`src/rtl/start_screen_ctrl.sv`:
```
// Start-screen sequencer: frame/credit counting, layer enables, prompt blink, game-start pulse.
// Optional build macro START_SCREEN_FREE_PLAY_EN lets a start press in WAIT_CREDIT launch without credit.
module start_screen_ctrl #(
  parameter int REVEAL_FRAMES = 60,
  parameter int BLINK_FRAMES  = 30,
  parameter int LAUNCH_FRAMES = 90,
  parameter int OVER_FRAMES   = 180,
  parameter int MAX_CREDITS   = 9
) (
  input  logic       clk,
  input  logic       resetN,
  input  logic       startOfFrame,
  input  logic       coinKey,
  input  logic       startKey,
  input  logic       gameOver,
  output logic       startEnable,
  output logic       spaceEnable,
  output logic       creditEnable,
  output logic [3:0] creditCount,
  output logic       gameStart,
  output logic       screenActive
);

  // state          | meaning
  // TITLE_REVEAL   | title shown alone after reset
  // WAIT_CREDIT    | title + credit text, waiting for a coin
  // READY          | credit available, start prompt blinking
  // LAUNCH         | start accepted, steady prompt before play
  // PLAYING        | game running, start screen suppressed
  // GAME_OVER_HOLD | game-over screen held for a fixed time
  typedef enum logic [2:0] {
    TITLE_REVEAL, WAIT_CREDIT, READY, LAUNCH, PLAYING, GAME_OVER_HOLD
  } state_t;

  localparam logic [7:0] REVEAL_LAST = 8'(REVEAL_FRAMES - 1);
  localparam logic [7:0] BLINK_LAST  = 8'(BLINK_FRAMES - 1);
  localparam logic [7:0] LAUNCH_LAST = 8'(LAUNCH_FRAMES - 1);
  localparam logic [7:0] OVER_LAST   = 8'(OVER_FRAMES - 1);
  localparam logic [4:0] CREDIT_MAX  = 5'(MAX_CREDITS);

  state_t     state_q, state_d;
  logic       coin_prev_q, start_prev_q;
  logic [7:0] frame_cnt_q, frame_cnt_d;
  logic [3:0] credit_q, credit_d;
  logic       blink_q, blink_d;
  logic       start_en_q, start_en_d;
  logic       space_en_q, space_en_d;
  logic       credit_en_q, credit_en_d;
  logic       game_start_q, game_start_d;
  logic       screen_active_q, screen_active_d;

  logic       coin_edge, start_edge, start_accepted, blink_toggle;
  logic [4:0] credit_sum;

  assign coin_edge  = coinKey & ~coin_prev_q;
  assign start_edge = startKey & ~start_prev_q;

  always_comb begin
    state_d        = state_q;
    start_accepted = 1'b0;
    blink_toggle   = 1'b0;
    case (state_q)
      TITLE_REVEAL:
        if (startOfFrame && frame_cnt_q == REVEAL_LAST) state_d = WAIT_CREDIT;
      WAIT_CREDIT: begin
`ifdef START_SCREEN_FREE_PLAY_EN
        if (start_edge)          state_d = LAUNCH;
        else if (credit_q != 0)  state_d = READY;
`else
        if (credit_q != 0)       state_d = READY;
`endif
      end
      READY:
        if (start_edge) begin
          state_d        = LAUNCH;
          start_accepted = 1'b1;
        end else if (startOfFrame && frame_cnt_q == BLINK_LAST) begin
          blink_toggle = 1'b1;
        end
      LAUNCH:
        if (startOfFrame && frame_cnt_q == LAUNCH_LAST) state_d = PLAYING;
      PLAYING:
        if (gameOver) state_d = GAME_OVER_HOLD;
      GAME_OVER_HOLD:
        if (startOfFrame && frame_cnt_q == OVER_LAST)
          state_d = (credit_q != 0) ? READY : WAIT_CREDIT;
      default: state_d = TITLE_REVEAL;
    endcase
  end

  // In READY the frame counter doubles as the blink half-period timer.
  always_comb begin
    frame_cnt_d = frame_cnt_q;
    if (state_d != state_q || blink_toggle) frame_cnt_d = 8'd0;
    else if (startOfFrame)                  frame_cnt_d = frame_cnt_q + 8'd1;

    blink_d = blink_q;
    if (state_q != READY)  blink_d = 1'b1;
    else if (blink_toggle) blink_d = ~blink_q;

    // Deduct first, then saturate the coin increment.
    credit_sum = {1'b0, credit_q} + {4'd0, coin_edge} - {4'd0, start_accepted};
    credit_d   = (credit_sum > CREDIT_MAX) ? CREDIT_MAX[3:0] : credit_sum[3:0];
  end

  always_comb begin
    start_en_d      = 1'b0;
    space_en_d      = 1'b0;
    credit_en_d     = 1'b0;
    game_start_d    = (state_d == PLAYING) && (state_q == LAUNCH);
    screen_active_d = (state_d != PLAYING);
    case (state_d)
      TITLE_REVEAL:   space_en_d = 1'b1;
      WAIT_CREDIT:    begin space_en_d = 1'b1; credit_en_d = 1'b1; end
      READY:          begin space_en_d = 1'b1; credit_en_d = 1'b1; start_en_d = blink_d; end
      LAUNCH:         begin space_en_d = 1'b1; credit_en_d = 1'b1; start_en_d = 1'b1; end
      GAME_OVER_HOLD: space_en_d = 1'b1;
      default:        ;
    endcase
  end

  always_ff @(posedge clk or negedge resetN) begin
    if (!resetN) begin
      state_q         <= TITLE_REVEAL;
      coin_prev_q     <= 1'b0;
      start_prev_q    <= 1'b0;
      frame_cnt_q     <= 8'd0;
      credit_q        <= 4'd0;
      blink_q         <= 1'b1;
      start_en_q      <= 1'b0;
      space_en_q      <= 1'b0;
      credit_en_q     <= 1'b0;
      game_start_q    <= 1'b0;
      screen_active_q <= 1'b0;
    end else begin
      state_q         <= state_d;
      coin_prev_q     <= coinKey;
      start_prev_q    <= startKey;
      frame_cnt_q     <= frame_cnt_d;
      credit_q        <= credit_d;
      blink_q         <= blink_d;
      start_en_q      <= start_en_d;
      space_en_q      <= space_en_d;
      credit_en_q     <= credit_en_d;
      game_start_q    <= game_start_d;
      screen_active_q <= screen_active_d;
    end
  end

  assign startEnable  = start_en_q;
  assign spaceEnable  = space_en_q;
  assign creditEnable = credit_en_q;
  assign creditCount  = credit_q;
  assign gameStart    = game_start_q;
  assign screenActive = screen_active_q;

endmodule

```
`config.mk`:
```
export PLATFORM = sky130hd
export DESIGN_NAME = start_screen_ctrl
export DESIGN_NICKNAME = d
export VERILOG_FILES = /design/src/rtl/start_screen_ctrl.sv
export SDC_FILE = /design/constraint.sdc
export NUM_CORES = 1
export LEC_CHECK = 0
export CORE_MARGIN = 1.5
export CORE_UTILIZATION = 55
export CTS_BUF_LIST = sky130_fd_sc_hd__clkbuf_8
export DETAILED_ROUTE_END_ITERATION = 8
export GPL_TIMING_DRIVEN = 0
export PLACE_DENSITY = 0.78
export SETUP_SLACK_MARGIN = 0.4
export SLEW_MARGIN = 15
export SYNTH_ARGS = -nofsm -noshare
export SYNTH_HDL_FRONTEND = slang
export SYNTH_SLANG_ARGS = --single-unit
```
`constraint.sdc`:
```
create_clock -name clk -period 3.3 [get_ports clk]
set_clock_uncertainty 0.1 [all_clocks]
set_input_delay 0.825 -clock clk [delete_from_list [all_inputs] [get_ports clk]]
set_output_delay 0.825 -clock clk [all_outputs]
set_load 0.05 [all_outputs]
```
### After elaboration in Yosys (flattened, before gate mapping)

Cells that the tools add are included.

* add/subtract/negate cells: 3
* $lt $le $gt $ge: 1
* eq/ne operators: 17
* multiplexer cells: 21
* bitwise operators: 5
* reductions and logical operators: 12

Operator list (count)
* $mux 3: 6
* $pmux 3 s6: 1
* $mux 8: 2
* $eq 3x2->1 const B: 4
* $eq 3x3->1 const B: 4
* $mux 1: 9
* $add 8x1->8 const B: 1
* $eq 8x5->1 const B: 1
* $eq 8x6->1 const B: 1
* $eq 8x7->1 const B: 1
* $eq 8x8->1 const B: 1
* $eq 3x1->1 const B: 2
* $logic_not 3->1: 2
* $add 4x1->5: 1
* $gt 5x4->1 const B: 1
* $logic_and 1x1->1: 5
* $reduce_or 5->1: 1
* $sub 5x1->5: 1
* $mux 4: 1
* $reduce_bool 4->1: 1
* $ne 3x2->1 const B: 1
* $ne 3x3->1: 1
* $ne 3x3->1 const B: 1
* $not 1->1: 3
* 6 further kinds: 7

* flip-flop bits (word level): 23
* input bits: 6
* output and inout port bits: 9

### Longest topological paths before layout

Gate-level depths: netlist of the first run.

* word-level depth: 8
* depth in mapped cells: 11
* gate-level depth less buffers: 11

### Worst setup path before layout of the first run

No wires, ideal clock.

* kind: in2reg
* start: input port startKey
* end: register credit_q[3], in the netlist creditCount[3]
* setup time: 0.131 ns
* data arrival time: 3.004 ns
* required time: 3.069 ns
* setup slack: 0.064 ns
* stages on the path: 11
* buffers on the path: 0
* path through: or2b_2 nor4_4 ha_1 inv_1 ha_1 inv_1 fa_1 nand2b_1 a21oi_1 nor3_1 or3_1

* cells in the longest elaborated chain, start to end: 6

Ends and longest elaborated chain
* start: declaration: line 14 `input logic startKey,`
* $and 1x1->1 (*): line 56 `assign start_edge = startKey & ~start_prev_q;`
* $mux 1 (*): line 74 `if (start_edge) begin`
* $mux 1 (*): line 62 `case (state_q)`
* $sub 5x1->5 (*): line 102 `credit_sum = {1'b0, credit_q} + {4'd0, coin_edge} - {4'd0, start_accepted};`
* $gt 5x4->1: line 103 `credit_d = (credit_sum > CREDIT_MAX) ? CREDIT_MAX[3:0] : credit_sum[3:0];`
* $mux 4 (*): line 103
* via credit_d[3]: line 44 `logic [3:0] credit_q, credit_d;`
* end signal: assignment: line 140 `credit_q <= credit_d;`
* end: declaration: line 44

Mark *: on every way through the listed nets, which the timed path passes. The rest lies on a longest branch.
A chain may end at the register's enable or synchronous reset.

### Worst setup path after layout of the first run

Ends and elaborated chain as after synthesis.

==> results of run 1 <==
-- metal layers --
| metal | vias up | GRT usage [%] | share of wire [%] |
|---|---|---|---|
| met4 | 0 | 7.265 | 0.36 |
| li1 | 534 | - | - |
| met3 | 2 | 2.542 | 4.9 |
| met5 | - | 0 | 0 |
| met1 | 523 | 29.98 | 44 |
| met2 | 27 | 40.42 | 51 |
-- power by group through the flow --
| stage | logic (mW) | clock network [mW] | registers [mW] |
|---|---|---|---|
| 5_1_grt | 0.866 | 0.189 | 0.477 |
| 3_5_place_dp | 0.726 | 0 | 0.467 |
| 3_3_place_gp | 0.697 | 0 | 0.462 |
| 4_1_cts | 0.790 | 0.177 | 0.463 |
| 6_report | 0.797 | 0.171 | 0.463 |
| 2_1_floorplan | 0.440 | 0 | 0.560 |
-- metrics by stage --
stage | worst slack (ns) | area [um2] | setup TNS [ns] | util [%]
after floorplan | 0.1057 | 1406 | 0 | -
after CTS | 0.3432 | 1665 | 0 | 68.47
after global routing | 0.1868 | 1668 | 0 | 68.57
final | 0.2720 | 1668 | 0 | 68.57
after detailed placement | -0.5083 | 1574 | -1.740 | 64.71
after global placement | -0.4597 | 1574 | -1.498 | 64.71
-- cell usage in the layout, fill, tap and decap left out, types with 2 or more instances in the layout --
cell type	synthesis	final
dfrtp_1	22	22
nand2_1	12	12
inv_1	10	10
nor4_1	10	10
clkdlybuf4s50_1	0	10
xor2_1	9	9
ha_1	8	7
buf_4	0	5
a31oi_1	4	4
a21oi_1	5	4
nand3_1	4	4
nand4_1	4	4
buf_2	2	3
nor2_1	3	3
clkbuf_8	0	3
inv_2	1	2
buf_6	1	2
nor2b_1	2	2
nor4b_2	2	2
nand2b_1	3	2
nor3_1	3	2
and3_4	2	2
and2_1	2	2
-- worst register-to-register path, delay by kind of cell (launching register included) --
family                     cells  cell delay, ns
DFF                            1            0.37
and+or+nand+nor                5            1.13
adders and majority gates      3            0.79
buffers and inverters          2            0.10
AOI/OAI and AO/OA              1            0.16
-- cell type report --
class                      instances  area [um2]
clock buffer                       3       41.29
timing repair buffer              18       162.7
inverter                          11       41.29
tap                               30       37.54
sequential                        23       576.8
clock inverter                     1       3.754
fill                             185       764.5
multi-input combinational         97       783.3
buffer                             3       21.27
-- cell families (layout without fill, tap and decap cells) --
group                    after synthesis  count (layout)  share of synthesized area, %
XOR/XNOR                              10              10                         6.324
flip-flops                            23              23                         41.64
AND/OR/NAND/NOR                       60              60                         29.36
buffers and inverters                 14              36                         4.517
AO/OA/AOI/OAI                         18              18                         9.485
adder cells (fa/ha/maj)                9               9                         8.672
-- flip-flops by register name (all words and copies together), names as in the netlist --
name	count
coin_prev_q	1
frame_cnt_q	8
start_prev_q	1
gameStart	1
spaceEnable	1
creditEnable	1
blink_q	1
state_q	3
screenActive	1
startEnable	1
creditCount	4
-- repair_timing --
item | 4_1_cts | 5_1_grt
pin swaps | 7 | 6
setup endpoints to repair | 4 | 4
setup buffers | 4 | 1
hold buffers | 0 | 0
resized for setup | 9 | 0
-- path summary, 6_finish.rpt --
path,depth (start not counted),endpoint
hold / removal,1,frame_cnt_q[4]
setup reg to reg,11,creditCount[3]
setup / recovery,12,creditCount[3]
hold reg to reg,2,frame_cnt_q[0]
max in group asynchronous,1,blink_q
min in group clk,2,frame_cnt_q[0]
==> impl_metrics.tcl, run 1 <==
set metrics [dict create \
    n_antenna_cell 0 \
    cap_violations 0 \
    total_power_mw 1.431 \
    root_buffer "clkbuf_8" \
    p_leak_nw 0.6993 \
    die_y_um 53.18 \
    synth_enable_flop_cells 0 \
    ant_nets 0 \
    cts.sinks 23 \
    synth-seq-cells 23 \
    post-route-period-util_pct 91.76 \
    drtIter0Drc 18 \
    routed_wl_um 2807 \
    finalMaxSlewViolations 0 \
    power_frac_comb_pct 55.7 \
    ys_types 45 \
    post-dp-hpwl_um 2087 \
    status "finished clean" \
    nNetsFinal 172 \
    worstPathRequired_ns 3.34 \
    peakVddDrop_uv 801.9 \
    cp_top_family "simple AND/OR/NAND/NOR gates" \
    cp_num_buf_inv 3 \
    insertion_delay_ns 0.26 \
    clkPwrFrac_pct 12.0 \
    io_buffers 13 \
    cts_made_buffers 3 \
    route.detailed.wl_per_inst_um 15.09 \
    drt-pass1-iter-count 4 \
    min_period_ns 3.028 \
    start_util_pct 56.94 \
    cts_buffer_depth 2 \
    fmax_ghz 0.3303 \
    synth.area.top_cells "dfrtp_1, ha_1, xor2_1" \
    cts_tree "done" \
    critPathLaunchType "primary input" \
    grt_pass1_wl_um 4802 \
    die_x_um 53.18 \
    vias 1086 \
    syn_avg_cell_area_um2 10.34 \
    grt-ovfl-total 0 \
    ys_warn_count 0 \
    synth.most_common_cell "dfrtp_1" \
    synth_top_area_share_pct 39.75 \
    vias_per_cell 5.839 \
    drt_drc_violations_left 0 \
    synth_commonest_cells "dfrtp_1, nand2_1, inv_1, nor4_1, xor2_1" \
    cp-startpoint "startKey" \
    rows 18 \
    cp.arrival_ns 3.06 \
    crit_chain "buf_6, or2b_4, nor4_4, ha_1, inv_1, ha_2, inv_2, fa_2, nand2b_4, a21oi_4, nor3_4, or3_1" \
    die-area_um2 2828 \
    cts-htree-levels 1 \
    r2r_start "start_prev_q" \
    antenna_found_initial 0 \
    grt_max_degree 24 \
    critPathMaxFanout 4 \
    synth_cells 134 \
    intPower_mw 0.7835 \
    place_congestion 0.8197 \
    setup.worst_path.end_class "flop" \
    synthesis.nets 149 \
    worstMarginPinSlew_ns 0.4973 \
    synth.largest_area_cell "dfrtp_1" \
    setup_violations 0 \
    grt_use_total_pct 23.22 \
    syn2layout_area_growth_pct 20.42 \
    seqPwrFrac_pct 32.3 \
    grt_setup_unrepaired "yes" \
    drive_above_1_share_pct 22.44 \
    hold_class "primary input to asynchronous set/reset pin" \
    hold_viol_final 0 \
    ys.flop_type "dfrtp_1" \
    final_cells 186 \
    grt_pass1_vias 1115 \
    relSlewSlack_pct 66.57 \
    coreArea_um2 2432 \
    slowest_stage "or3_1" \
    clk_pin_slew_ns 0.09 \
    async_reset_ff_share_pct 100.0 \
    whs_ns 0.4194 \
    p_per_area_nw_per_um2 858.1 \
    top_level_ports 15 \
    reg2reg_slack_ns 0.54 \
    critPathKind "primary input to flop" \
    seq_area_frac_synth_pct 41.64 \
    slowest_delay_ns 0.35 \
    dp_cells 177 \
    p_switching_mw 0.6478 \
    netlist_area_um2 1385 \
    sw_frac_of_total_pct 45.26 \
]
No activity file was read; power rests on OpenSTA's default activity.
==> run 2, diff against run 1 <==
Settings changed: ABC_AREA set to 1.
==> impl_metrics.tcl, run 2 <==
set metrics [dict create \
    status "finished clean" \
    antenna_found_initial 0 \
    min_period_ns 2.761 \
    grt_pass1_wl_um 4312 \
    pre_cts_slack_ns -0.3172 \
    synth_top_area_share_pct 39.39 \
    clkPwrFrac_pct 14.0 \
    grt_use_total_pct 20.40 \
    die_y_um 53.41 \
    vias 1111 \
    p_per_area_nw_per_um2 727.8 \
    cp_num_buf_inv 5 \
    critPathMaxFanout 3 \
    nNetsFinal 207 \
    cts.sinks 23 \
    relSlewSlack_pct 65.58 \
    drive_above_1_share_pct 24.08 \
    critPathKind "primary input to flop" \
    cap_violations 0 \
    netlist_area_um2 1398 \
    synthesis.nets 183 \
    hold_class "primary input to asynchronous set/reset pin" \
    cts_made_buffers 3 \
    slowest_stage "fa_2" \
    p_leak_nw 0.7783 \
    drt-pass1-iter-count 4 \
    synth_enable_flop_cells 0 \
    cts-htree-levels 1 \
    finalMaxSlewViolations 0 \
    postCtsHoldBufs 0 \
    final_common_cell "nand2_1" \
    cts_tree "done" \
    seqCellArea_um2 576.8 \
    cp.arrival_ns 2.82 \
    cp_top_family "adder cells" \
    multi_input_area_um2 730.7 \
    largest_reg_flops 8 \
    regMostFlops "frame_cnt_q" \
    drt_drc_violations_left 0 \
    fin_util_pct 68.83 \
    ys.flop_type "dfrtp_1" \
    drtIter0Drc 15 \
    root_buffer "clkbuf_8" \
    seqPwrFrac_pct 31.9 \
    fin_ws_ns 0.5395 \
    synth_commonest_cells "nand2_1, inv_1, nor2_1" \
    worstMarginPinSlew_ns 0.5163 \
    final_cell_mix "nand2_1, inv_1, nor2_1" \
    start_util_pct 57.46 \
    synth.area.top_cells "dfrtp_1, nand2_1, ha_1" \
    place_congestion 0.8477 \
    crit_path_frequent_cell "inv_2" \
    critPathLaunchType "primary input" \
    ant_nets 0 \
    die-area_um2 2853 \
    rows 18 \
    coreArea_um2 2432 \
    whs_ns 0.4232 \
    seq_area_frac_synth_pct 41.27 \
    vias_per_cell 5.027 \
    sw_frac_of_total_pct 43.40 \
    syn_avg_cell_area_um2 8.319 \
    grt_setup_unrepaired "no" \
    clk_pin_slew_ns 0.08 \
    path_depth 15 \
    post-dp-hpwl_um 2025 \
    insertion_delay_ns 0.26 \
    setup.worst_path.end_class "flop" \
    power_frac_comb_pct 54.1 \
    ys_warn_count 0 \
    nFillCells 200 \
    r2r_start "state_q[1]" \
    slowest_delay_ns 0.37 \
    top_level_ports 15 \
    die_x_um 53.41 \
    routed_wl_um 2652 \
    reg2reg_slack_ns 0.60 \
    intPower_mw 0.6896 \
    fmax_ghz 0.3623 \
    synth-seq-cells 23 \
    grt-ovfl-total 0 \
    crit_chain "buf_2, nand2_2, inv_2, nand2_2, inv_2, ha_1, inv_1, ha_2, inv_2, fa_2, o21ai_2, a21oi_2, xor2_1, nand2_1, or2_4" \
    worstPathRequired_ns 3.36 \
    grt_pass1_vias 1082 \
    grt_max_degree 24 \
    ys_types 27 \
    reg2reg_to "creditCount[0]" \
    hold_viol_final 0 \
    rr_worst_depth 14 \
    synth.most_common_cell "nand2_1" \
    peakVddDrop_uv 669.0 \
    cts_buffer_depth 2 \
    io_buffers 13 \
    setup_violations 0 \
    n_antenna_cell 0 \
    synth.largest_area_cell "dfrtp_1" \
    post-route-period-util_pct 83.65 \
    async_reset_ff_share_pct 100.0 \
    p_switching_mw 0.5289 \
    synth_cells 168 \
    syn2layout_area_growth_pct 19.79 \
    route.detailed.wl_per_inst_um 12.00 \
]
-- run 2: changes by cell type after synthesis, sizes merged, moves of 4 or more --
cell   previous run  this run
nand3             4         8
nor4             12         0
and3              4         0
nor2              4        30
nand2            12        38
a31oi             4         0
inv              11        27
-- run 2: worst max path at each step --
stage / slack (ns) / startpoint / endpoint
6_report: 0.54 / startKey / creditCount[0]
3_5_place_dp: -0.32 / startKey / creditCount[3]
2_1_floorplan: 0.42 / startKey / creditCount[3]
5_1_grt: 0.42 / startKey / creditCount[0]
3_3_place_gp: -0.19 / startKey / creditCount[3]
4_1_cts: 0.41 / startKey / creditCount[0]
-- run 2: kinds of logic after synthesis --
| kind of cell | synth area share (%) |
|---|---|
| xor+xnor | 6.267 |
| simple gates | 31.07 |
| buf+inv | 8.595 |
| fa+ha+maj | 8.595 |
| compound gates | 4.208 |
| flops | 41.27 |
-- run 2: timing repair --
item / CTS / global route
pin swaps: 6 / 8
setup endpoints to repair: 4 / 4
setup buffers: 3 / 3
resized for setup: 12 / 6
-- run 2: final cells by class --
type                            count  area share (%)
Tap cell                           30           2.242
Clock inverter                      1          0.2242
Inverter                           27           6.054
Clock buffer                        3           2.466
Buffer                              2           1.121
Sequential cell                    23           34.45
Timing Repair Buffer               19           9.791
Multi-Input combinational cell    116           43.65
-- run 2: power by group through the flow --
stage,registers [mW],clock network [mW],logic (mW)
final,0.389,0.171,0.659
after global routing,0.398,0.188,0.729
after CTS,0.389,0.178,0.628
after detailed placement,0.393,0,0.562
after global placement,0.391,0,0.542
after floorplan,0.475,0,0.336
-- run 2: metal layers --
layer  vias to the layer above  wire length, um  track usage (%)
li1                        561                -                -
met1                       530             1157            25.13
met2                        18             1412            38.27
met3                         2               64            1.695
met4                         0               17            3.846
met5                         -                0                0
-- run 2: per-stage QoR --
step / setup TNS, ns / power, mW / instance area [um2] / std cells
global placement: -0.3708 / 0.9327 / 1565 / 211
global route: 0 / 1.316 / 1674 / 221
CTS: 0 / 1.194 / 1653 / 218
finish: 0 / 1.218 / 1674 / 221
detailed placement: -0.8229 / 0.9551 / 1565 / 211
floorplan: 0 / 0.8113 / 1398 / 168
==> RTL change (config.mk and constraints of run 1) <==
Build with the macro `START_SCREEN_FREE_PLAY_EN` defined.
--- a/src/rtl/start_screen_ctrl.sv
+++ b/src/rtl/start_screen_ctrl.sv
@@ -1,5 +1,7 @@
 // Start-screen sequencer: frame/credit counting, layer enables, prompt blink, game-start pulse.
 // Optional build macro START_SCREEN_FREE_PLAY_EN lets a start press in WAIT_CREDIT launch without credit.
+`define START_SCREEN_FREE_PLAY_EN
+
 module start_screen_ctrl #(
   parameter int REVEAL_FRAMES = 60,
   parameter int BLINK_FRAMES  = 30,
Check against the original RTL: no difference found for any inputs over 10 cycles, from zero or initial values and one cycle with resetN low; that may be too few to reach the edited logic, so the function may still have changed.
==> RTL change against run 1 <==
- total power is 30% lower
- sequential power down 19%
- setup slack improved by 0.24 ns
- wire length decreased by 3.0%
- hold slack improved by 0.11 ns
- sequential cell count unchanged
- design area is 3.5% lower
- synthesized area down 3.6%
- sequential share of layout area rose by 1.3 points
- count of clock-buffer cells in the layout did not move
- critical path type unchanged
- critical endpoint is now creditCount[1]$_DFF_PN0_
- highest routed layer unchanged
==> RTL change: results <==
{
  "n_fill_cell": 190,
  "wl_per_cell_um": 15.29,
  "avgViaCountPerCell": 5.888,
  "ys_dominant_reg_cell": "dfrtp_1",
  "dp_hpwl_um": 2023,
  "ys_warn_count": 0,
  "crit_fanout": 3,
  "cts_root_buf": "clkbuf_8",
  "min-delay-start": "frame_cnt_q[0]$_DFFE_PN0P_",
  "drive_gt1_share_pct": 14.00,
  "critPathMaxStageDelay_ns": 0.47,
  "cts_max_level": 1,
  "largest_register": "frame_cnt_q",
  "yosys.area_share.xor_xnor_pct": 5.904,
  "slew_headroom_pct": 33.15,
  "cp_top_family": "adder cells",
  "grt_pass1_vias": 1055,
  "grt_pass1_wl_um": 4602,
  "synth_common_cells": "dfrtp_1, inv_1, nor3_1",
  "grt_max_degree": 24,
  "syn-num-nets": 146,
  "portBuffers": 14,
  "seq_area_frac_synth_pct": 43.21,
  "grtUsageTotal_pct": 23.40,
  "vdd_ir_drop_max_uv": 482.1,
  "synth-compound-area-share_pct": 12.00,
  "maxCapViolations": 0,
  "max-clock-path-buffers": 2,
  "clkTransAtPathRegs_ns": 0.08,
  "cp.required_ns": 3.40,
  "ys_top_cells_by_area": "dfrtp_1, ha_1, nor3_1, inv_1, xnor2_1",
  "synth_cell_type_count": 39,
  "async_flop_share_pct": 100.0,
  "setup.worst_path.start": "coinKey",
  "drtIter0Drc": 10,
  "worst_path_max_delay_cell": "clkdlybuf4s50_1",
  "largest_register_ffs": 8,
  "antenna_found_initial": 0,
  "p_leak_nw": 0.6530,
  "vias": 1048,
  "place_inst": 173,
  "synth_fa_ha_area_share_pct": 8.997,
  "hold_path_class": "flip-flop to flip-flop",
  "synthCells": 131,
  "status": "finished clean",
  "gp_congestion": 0.8862,
  "reg2reg_from": "state_q[2]$_DFF_PN0_"
}
## RTL change: cell types whose count changed in the layout (fill, tap and decap cells not counted), sizes merged, moves of 3 or more
cell and change:
nor3 +9, a31oi -4, buf -9, o21ai +3
or3 +3, and3 -3, nor4 -11, xor2 -5
nand2 -5, xnor2 +4, nor2 +4, clkdlybuf4s50 +3
## RTL change: metrics by stage
step	setup slack (ns)	utilization, %	hold slack, ns	setup TNS (ns)	instance area [um^2]
finish	0.5138	71.37	0.5310	0	1609
global route	0.3908	71.37	0.5655	0	1609
global placement	-0.04194	66.98	0.4926	-0.07208	1510
CTS	0.4928	70.70	0.5310	0	1594
detailed placement	-0.1253	66.98	0.5188	-0.3301	1510
floorplan	0.6321	-	0.4294	0	1335
## RTL change: routing by layer
metal	GRT usage, %	share of wire (%)	wire length [um]
met2	39.03	52	1421
met1	29.36	44	1190
met5	0	0	0
met3	2.286	2.2	60
met4	13.68	1.8	49
## RTL change: worst reg2reg max path: stages, from the launching register on
cell and delay, ns:
dfrtp_1 0.48, nand2b_1 0.25, nor3_2 0.15, ha_1 0.25, inv_1 0.06, ha_2 0.17
inv_1 0.05, fa_2 0.34, nand2b_4 0.16, a21oi_4 0.15, or3_4 0.15, nand3_4 0.08
nor2_1 0.10
## RTL change: path summary, 6_finish.rpt
kind	to	slack, ns	cells after the start
worst max register to register	creditCount[1]$_DFF_PN0_	0.74	12
worst max-delay path	creditCount[1]$_DFF_PN0_	0.51	12
max in group asynchronous	gameStart$_DFF_PN0_	1.49	1
min in group asynchronous	creditCount[0]$_DFF_PN0_	1.00	1
worst min register to register	frame_cnt_q[0]$_DFFE_PN0P_	0.53	2
worst min-delay path	frame_cnt_q[0]$_DFFE_PN0P_	0.53	2
## RTL change: where the power goes
group / internal (mW) / switching, mW / leakage (nW) / total (mW)
clock: 0.0844 / 0.0917 / 0.0255 / 0.176
combinational: 0.187 / 0.266 / 0.358 / 0.453
sequential: 0.325 / 0.0498 / 0.269 / 0.375
total: 0.597 / 0.407 / 0.653 / 1.00
## RTL change: timing repair
| item | 4_1_cts | 5_1_grt |
|---|---|---|
| pin swaps | 4 | 2 |
| gates resized for setup | 8 | 3 |
| cloned | 0 | 0 |
| buffers inserted | 1 | 0 |
| endpoints found under the setup margin | 4 | 2 |
## RTL change: area by class of cell
type	instances	area, um^2	area share (%)
Buffer	1	3.754	0.2333
Clock buffer	3	41.29	2.566
Clock inverter	1	5.005	0.3110
Inverter	13	48.80	3.033
Multi-Input combinational cell	94	752.0	46.73
Sequential cell	23	576.8	35.85
Tap cell	28	35.03	2.177
Timing Repair Buffer	15	146.4	9.098
